File: src/rtl/led_pattern_counter.sv
// Parametrised LED pattern generator: up, down, Gray and bounce sequences with
// a prescaled automatic step, pause, manual single-step, and tick/wrap pulses.
module led_pattern_counter #(
    parameter int WIDTH       = 4,
    parameter int TICK_CYCLES = 12_500_000
) (
    input  logic             i_Clk,
    input  logic             i_Rst,
    input  logic             i_Enable,
    input  logic [1:0]       i_Mode,
    input  logic             i_Step,
    output logic [WIDTH-1:0] o_Count,
    output logic             o_Tick,
    output logic             o_Wrap
);

    localparam int               PW         = $clog2(TICK_CYCLES);
    localparam logic [PW-1:0]    PRESC_LAST = PW'(TICK_CYCLES - 1);
    localparam logic [WIDTH-1:0] ALL_ONES   = '1;

    localparam logic [1:0] MODE_UP     = 2'd0;
    localparam logic [1:0] MODE_DOWN   = 2'd1;
    localparam logic [1:0] MODE_GRAY   = 2'd2;
    localparam logic [1:0] MODE_BOUNCE = 2'd3;

    logic [1:0]       r_Mode;
    logic [WIDTH-1:0] r_Value;
    logic             r_Dir;
    logic [PW-1:0]    r_Presc;
    logic             r_Step_d;
    logic             r_Tick;
    logic             r_Wrap;

    logic [WIDTH-1:0] value_next;
    logic             dir_next;
    logic             wrap_next;
    logic [WIDTH-1:0] start_value;
    logic [WIDTH-1:0] gray_value;
    logic             mode_change;
    logic             auto_adv;
    logic             step_edge;
    logic             advance;

    // Only the incoming mode ever needs a start value (reset and mode change).
    assign start_value = (i_Mode == MODE_DOWN) ? ALL_ONES : '0;
    assign mode_change = (i_Mode != r_Mode);
    assign auto_adv    = i_Enable && (r_Presc == PRESC_LAST);
    assign step_edge   = i_Step && !r_Step_d && !i_Enable;
    assign advance     = auto_adv || step_edge;

    always_comb begin
        value_next = r_Value;
        dir_next   = r_Dir;
        wrap_next  = 1'b0;
        case (r_Mode)
            MODE_DOWN: begin
                value_next = r_Value - 1'b1;
                wrap_next  = (r_Value == '0);
            end
            MODE_BOUNCE: begin
                // Direction flips on the step that lands on an end point.
                if (!r_Dir) begin
                    value_next = r_Value + 1'b1;
                    wrap_next  = (r_Value == ALL_ONES - 1'b1);
                end else begin
                    value_next = r_Value - 1'b1;
                    wrap_next  = (r_Value == WIDTH'(1));
                end
                dir_next = wrap_next ? !r_Dir : r_Dir;
            end
            default: begin
                value_next = r_Value + 1'b1;
                wrap_next  = (r_Value == ALL_ONES);
            end
        endcase
    end

    always_ff @(posedge i_Clk) begin
        if (i_Rst) begin
            r_Mode   <= i_Mode;
            r_Value  <= start_value;
            r_Dir    <= 1'b0;
            r_Presc  <= '0;
            r_Step_d <= 1'b1;
            r_Tick   <= 1'b0;
            r_Wrap   <= 1'b0;
        end else begin
            r_Step_d <= i_Step;
            if (mode_change) begin
                r_Mode  <= i_Mode;
                r_Value <= start_value;
                r_Dir   <= 1'b0;
                r_Presc <= '0;
                r_Tick  <= 1'b0;
                r_Wrap  <= 1'b0;
            end else begin
                if (i_Enable) begin
                    r_Presc <= (r_Presc == PRESC_LAST) ? '0 : r_Presc + 1'b1;
                end
                r_Tick <= advance;
                r_Wrap <= advance && wrap_next;
                if (advance) begin
                    r_Value <= value_next;
                    r_Dir   <= dir_next;
                end
            end
        end
    end

    genvar gi;
    generate
        for (gi = 0; gi < WIDTH - 1; gi++) begin : g_gray
            assign gray_value[gi] = r_Value[gi] ^ r_Value[gi+1];
        end
    endgenerate
    assign gray_value[WIDTH-1] = r_Value[WIDTH-1];

    assign o_Count = (r_Mode == MODE_GRAY) ? gray_value : r_Value;
    assign o_Tick  = r_Tick;
    assign o_Wrap  = r_Wrap;

endmodule

File: config.mk
export PLATFORM = sky130hd
export DESIGN_NAME = led_pattern_counter
export DESIGN_NICKNAME = d
export VERILOG_FILES = /design/src/rtl/led_pattern_counter.sv
export SDC_FILE = /design/constraint.sdc
export NUM_CORES = 1
export LEC_CHECK = 0
export CAP_MARGIN = 30
export CORE_ASPECT_RATIO = 1.75
export CORE_MARGIN = 4
export CORE_UTILIZATION = 50
export CTS_BUF_LIST = sky130_fd_sc_hd__clkbuf_8
export DETAILED_ROUTE_END_ITERATION = 7
export GPL_TIMING_DRIVEN = 0
export PLACE_DENSITY = 0.69
export SLEW_MARGIN = 20
export SYNTH_ARGS = -nofsm -noshare
export SYNTH_HDL_FRONTEND = slang
export SYNTH_SLANG_ARGS = --single-unit
File: constraint.sdc
create_clock -name i_Clk -period 2.8 [get_ports i_Clk]
set_clock_uncertainty 0.15 [all_clocks]
set_input_delay 0.56 -clock i_Clk [delete_from_list [all_inputs] [get_ports i_Clk]]
set_output_delay 0.56 -clock i_Clk [all_outputs]
set_load 0.03 [all_outputs]
==> results.sh <==
export IMPL_die_x_um=55.2
export IMPL_yosysWarnings=0
export IMPL_rr_startpoint="r_Mode[0]"
export IMPL_yosys_top_cells_count="dfxtp_1, nand3_1, a21oi_1, nor2_1, nand2_1"
export IMPL_syn_inst=212
export IMPL_clkSinkCount=34
export IMPL_cp_start_kind="register"
export IMPL_grt_pass1_wl_mm=7.49
export IMPL_setup_viol=0
export IMPL_cts_tree="built"
export IMPL_worstSetupStartpoint="r_Value[0]"
export IMPL_grt_pass1_vias=1702
export IMPL_worstMarginPinSlew_ns=0.334
export IMPL_slowest_delay_ns=0.48
export IMPL_synthArstFlopShare_pct=0
export IMPL_drcViolationCount=0
export IMPL_cts_buffers=5
export IMPL_synth_edf_count=6
export IMPL_critPathKind="register to primary output"
export IMPL_wl_per_cell_um=15.4
export IMPL_dieHeight_um=90.6
export IMPL_slowest_stage="edfxtp_1"
export IMPL_grt_max_degree=12
export IMPL_finalHoldViolCount=0
export IMPL_slew_viol_final=0
export IMPL_cp_cell_sequence="inv_1 > ha_1 > mux2_2 > dlymetal6s2s_1"
export IMPL_cpLargestDelayFamily="flip-flops"
export IMPL_ys_seq_area_share_pct=38.0
export IMPL_pre_cts_slack_ns=0.0352
export IMPL_areaGrowthSynthToFinish_pct=12.4
export IMPL_drtIter0Drc=38
export IMPL_dieArea_um2=5000
export IMPL_htreeDepth=2
export IMPL_syn_area_um2=1950
export IMPL_cts_buffer_depth=2
export IMPL_vias=1657
export IMPL_start_util_pct=52.7
export IMPL_hp_start="r_Presc[23]"
export IMPL_rsz0062_at_grt="no"
export IMPL_relSlewSlack_pct=77.5
export IMPL_synth_area_leaders="dfxtp_1, edfxtp_1, ha_1, xor2_1, nand3_1"
export IMPL_port_buffers=10
export IMPL_static_leakage_power_nw=0.787
export IMPL_maxCapViolations=0
export IMPL_finalInstanceArea_um2=2190
export IMPL_ys_types=41
export IMPL_layout_cells_non_filler=275
export IMPL_fmax_mhz=409
export IMPL_status="finished clean"
export IMPL_io_pin_count=12
export IMPL_p_per_area_nw_per_um2=477
export IMPL_cp_data_arrival_time_ns=1.73
export IMPL_vdd_drop_max_mv=0.444
export IMPL_cts_resized=0
export IMPL_via_per_inst=6.03
export IMPL_wl_mm=4.23
export IMPL_post_synth_top_area_cell="dfxtp_1"
export IMPL_cts_hold_fix_buffers=0
export IMPL_antenna_left=0
export IMPL_clock_tree_root_cell="clkbuf_8"
export IMPL_crit_fanout=7
export IMPL_core_um2=3700
export IMPL_rows=29
export IMPL_clk_latency_ns=0.29
export IMPL_endpoint_kind="primary output"
export IMPL_ys_ff_latch=34
export IMPL_final_nets=245
export IMPL_overflow=0
export IMPL_syn_area_per_cell_um2=9.20
export IMPL_antenna_found_initial=0
export IMPL_drive_above_1_share_pct=13.1
export IMPL_clkTransAtPathRegs_ns=0.07
export IMPL_dp_hpwl_mm=3.22
export IMPL_worst_path_buf_inv=2
export IMPL_dp_cells=268
export IMPL_postCtsSetupRepairBufs=0
export IMPL_synth_nets=229
export IMPL_dpl_cell_area_um2=2110
export IMPL_num_antenna_cells=0
export IMPL_fin_setup_tns_ns=0
export IMPL_netlist_area_leader_share_pct=28.7
export IMPL_min_period_ns=2.44
export IMPL_synthFlopType="dfxtp_1"
export IMPL_required_ns=2.09
export IMPL_synth_most_common_cell="dfxtp_1"
export IMPL_hold_path_class="register to register"
export IMPL_gp_congestion=0.858
export IMPL_setup_ws_ns=0.356
export IMPL_first_pass_iters=4
export IMPL_grt_use_total_pct=18.5
export IMPL_finalCritPeriodShare_pct=87.3
## sequential cells by signal (all words and copies together), names as in the netlist
register  flops
o_Tick        1
o_Wrap        1
r_Dir         1
r_Mode        2
r_Presc      24
r_Step_d      1
r_Value       4
## per-stage QoR
stage	util (%)	power, W	hold slack (ns)
global placement	57.0	0.000713	0.314
global route	59.3	0.00110	0.383
finish	59.3	0.00105	0.337
floorplan	-	0.000658	0.297
detailed placement	57.0	0.000719	0.325
CTS	59.1	0.00106	0.337
## final cells by class
type	instances	area, um^2
multi-input combinational	161	1130
clock inverter	3	12.5
clock buffer	5	68.8
inverter	8	30.0
timing repair buffer	10	108
tap	46	57.6
fill	346	1510
sequential	34	741
buffer	8	47.5
## final timing paths
path | end | depth (start not counted) | slack (ns)
hold / removal | r_Presc[23] | 2 | 0.34
hold reg to reg | r_Presc[23] | 2 | 0.34
setup / recovery | o_Count[0] | 4 | 0.36
setup reg to reg | r_Value[1] | 5 | 0.57
## report_power, final
| group | switching (W) | leakage, nW | internal [W] | total [W] |
|---|---|---|---|---|
| Sequential | 0.0000227 | 0.291 | 0.000515 | 0.000537 |
| Combinational | 0.0000948 | 0.449 | 0.0000723 | 0.000167 |
| Clock | 0.000174 | 0.0468 | 0.000167 | 0.000341 |
## per-layer routing
layer | global-route usage (%) | vias up | part of all wire (%)
met3 | 3.58 | 14 | 2.4
met4 | 9.94 | 0 | 3.3
li1 | - | 814 | -
met5 | 0 | - | 0
met1 | 17.0 | 796 | 36
met2 | 36.5 | 33 | 58
## worst reg2reg max path: cells and delay by family, from the launching register on
family	cells	cell delay [ns]
simple gates	2	0.60
flops	1	0.53
buf+inv	1	0.37
xor+xnor	1	0.21
compound gates	1	0.12
## cell usage in the layout (no fill, tap or decap), drive strengths merged
master,instances
a211o,1
a21boi,2
a21oi,14
a221oi,1
and2,1
and3,5
and4,4
and4bb,1
buf,8
clkbuf,5
clkdlybuf4s50,7
clkinv,3
dfxtp,28
dlymetal6s2s,3
edfxtp,6
ha,11
inv,8
mux2,3
mux2i,1
nand2,12
nand2b,2
nand3,15
nand3b,3
nand4,7
nor2,14
nor3,4
nor4,3
nor4b,2
o21a,2
o21ai,9
o31ai,9
or2,2
or3,7
or3b,1
or4,10
xnor2,6
xor2,9
## cell families after synthesis
kind of cell               after synthesis  synth area share (%)
AOI/OAI and AO/OA                       38                  12.3
adders and majority gates               11                  7.06
buffers and inverters                   17                  4.17
muxes                                    4                  2.24
xor gates and xnor gates                15                  6.74
DFF                                     34                  38.0
and+or+nand+nor                         93                  29.5
Note: power is estimated with default switching activity, not from simulation.
==> patch: new RTL, same settings <==
`TICK_CYCLES`: 12_500_000 -> 6_250_000.
--- a/src/rtl/led_pattern_counter.sv
+++ b/src/rtl/led_pattern_counter.sv
@@ -3,5 +3,5 @@
 module led_pattern_counter #(
     parameter int WIDTH       = 4,
-    parameter int TICK_CYCLES = 12_500_000
+    parameter int TICK_CYCLES = 6_250_000
 ) (
     input  logic             i_Clk,
Check against the original RTL: no difference found for any inputs over 10 cycles, from zero or initial values and one cycle with i_Rst high; that may be too few to reach the edited logic, so the function may still have changed.
==> patch against the unedited design <==
  * Area after synthesis decreased by 10%
  * Sequential cell count is 1 lower
  * Routed wire length fell by 18%
  * Total power down 3.0%
  * Setup slack worse by 250 ps
  * Critical path depth unchanged
  * Cell area down 9.4%
  * Sequential share of layout area grew 2.5 points
  * Critical path type unchanged
  * Largest cell class unchanged
  * Largest power group unchanged
  * Highest routed layer unchanged
==> patch: results (changes against the unedited design) <==
P_leak -> 0.748 nW (-4.9%)
M1 WL -> 1250 um (-18%)
Fillers -> 328 (-5.2%)
Worst Tran Pin Value -> 636 ps (+303 ps)
Asr flop ratio synth -> 0% (unchanged)
1st-iter DRT viols -> 27 (-29%)
Number of synthesized flops with an enable pin -> 6 (unchanged)
Critical-path maximum fanout -> 4 (-3)
Routed Wire Length -> 3480 um (-18%)
Port bufs -> 10 (unchanged)
Fin nets -> 223 (-9.0%)
Gr usage total -> 18.9% (+0.40 points)
CP delay by family, top -> buffers and inverters
Drt first pass iters -> 4 (unchanged)
Reg clk slew, reported paths -> 60 ps
Setup Fix Bufs, Post-CTS -> 0 (unchanged)
Root Driver -> clkbuf_8
Status -> completed
Peak supply drop -> 418 uV (-5.8%)
Reg2reg setup slack -> 770 ps (+200 ps)
Hold Path Stages -> 2 (unchanged)
Smallest hold slack -> 363 ps (+26.8 ps)
Min-delay worst type -> flop to flop
Syn. warnings -> 0 (unchanged)
DP Wirelength -> 2730 um (-15%)
Minimum clock period -> 2700 ps (+254 ps)
Synth unique cells -> 35 (-15%)
Met3 wire len -> 86 um (-14%)
Final Wtd Congestion -> 0.770 (-10%)
H-tree Lvls -> 2 (unchanged)
Worst skew pair latency -> 280 ps
Worst reg2reg path depth -> 6 (+1)
CTS buffer count -> 5 (unchanged)
Ranking of synthesized cells by area -> dfxtp_1 (31%), edfxtp_1 (10%), xor2_1 (8.0%), ha_1 (7.9%), nor2_1 (5.6%)
Antenna violations before repair -> 0 (unchanged)
Hold Crit Start -> r_Dir$_SDFFE_PP0P_
First-pass GRT wire length -> 6330 um (-15%)
Pin count of the biggest net entering global routing -> 12 (unchanged)
Slowest-stage cell, CP -> clkdlybuf4s50_1
DR WL met2 -> 2050 um (-17%)
Clock Path Buffers -> 2 (unchanged)
Vias in the first global route -> 1408 (-17%)
Synth cell count leaders -> dfxtp_1 (27), nor2_1 (26), nand2_1 (18)
CP max stage delay -> 590 ps (+110 ps)
Post-synthesis net count -> 206 (-10%)
Reg2reg start -> r_Presc[0]$_SDFFE_PP0P_
Layout cell share with drive strength beyond 1 -> 9.66% (-3.4 points)
Synth Flop Type -> dfxtp_1
Biggest regs -> r_Presc (23), r_Value (4), r_Mode (2)
Post-synthesis sequential area ratio -> 41.2% (+3.2 points)
Worst slack at placement -> 197 ps (+162 ps)
Top sig layer -> met4
Critical Path Start -> r_Value[2]$_DFFE_PP_
Via count -> 1343 (-19%)
Ant. Diodes -> 0 (unchanged)
-- patch: kinds of logic after synthesis --
logic type / Yosys count / synth area share (%)
and+or+nand+nor: 90 / 27.2
DFF: 33 / 41.2
xor gates and xnor gates: 25 / 12.5
AOI/OAI and AO/OA: 12 / 4.01
buffers and inverters: 11 / 2.93
adders and majority gates: 11 / 7.87
muxes: 7 / 4.29
-- patch: layout make-up --
class                      instances  area (sq um)  share of cell area, %
inverter                           6          22.5                   1.13
sequential                        33           721                   36.3
multi-input combinational        145           977                   49.2
buffer                             5          28.8                   1.45
timing repair buffer              10           101                   5.10
clock buffer                       5          68.8                   3.46
tap                               45          56.3                   2.83
clock inverter                     3          11.3                  0.567
-- patch: path summary, 6_finish.rpt --
| kind | endpoint |
|---|---|
| worst max-delay path | o_Count[2] |
| worst max register to register | r_Dir$_SDFFE_PP0P_ |
| worst min register to register | r_Dir$_SDFFE_PP0P_ |
| worst min-delay path | r_Dir$_SDFFE_PP0P_ |
-- patch: report_power, final --
part           internal (mW)  switching [mW]  leakage (nW)
clock                  0.165           0.159        0.0482
sequential             0.501          0.0195         0.283
combinational         0.0744          0.0952         0.417
total                  0.740           0.274         0.748
-- patch: what timing repair did --
action / 4_1_cts / 5_1_grt
hold endpoints to repair: 0 / 0
endpoints found under the setup margin: 1 / 1
resized for setup: 1 / 1
gates cloned: 0 / 0
-- patch: per-layer routing --
layer,track usage [%],up-vias
li1,-,685
met3,3.96,7
met1,17.9,637
met4,10.9,0
met2,35.4,14
met5,0,-
-- patch: per-stage QoR --
step                instances  instance area [sq um]
floorplan                 189                   1750
global placement          244                   1910
detailed placement        244                   1910
CTS                       252                   1980
global route              252                   1990
finish                    252                   1990
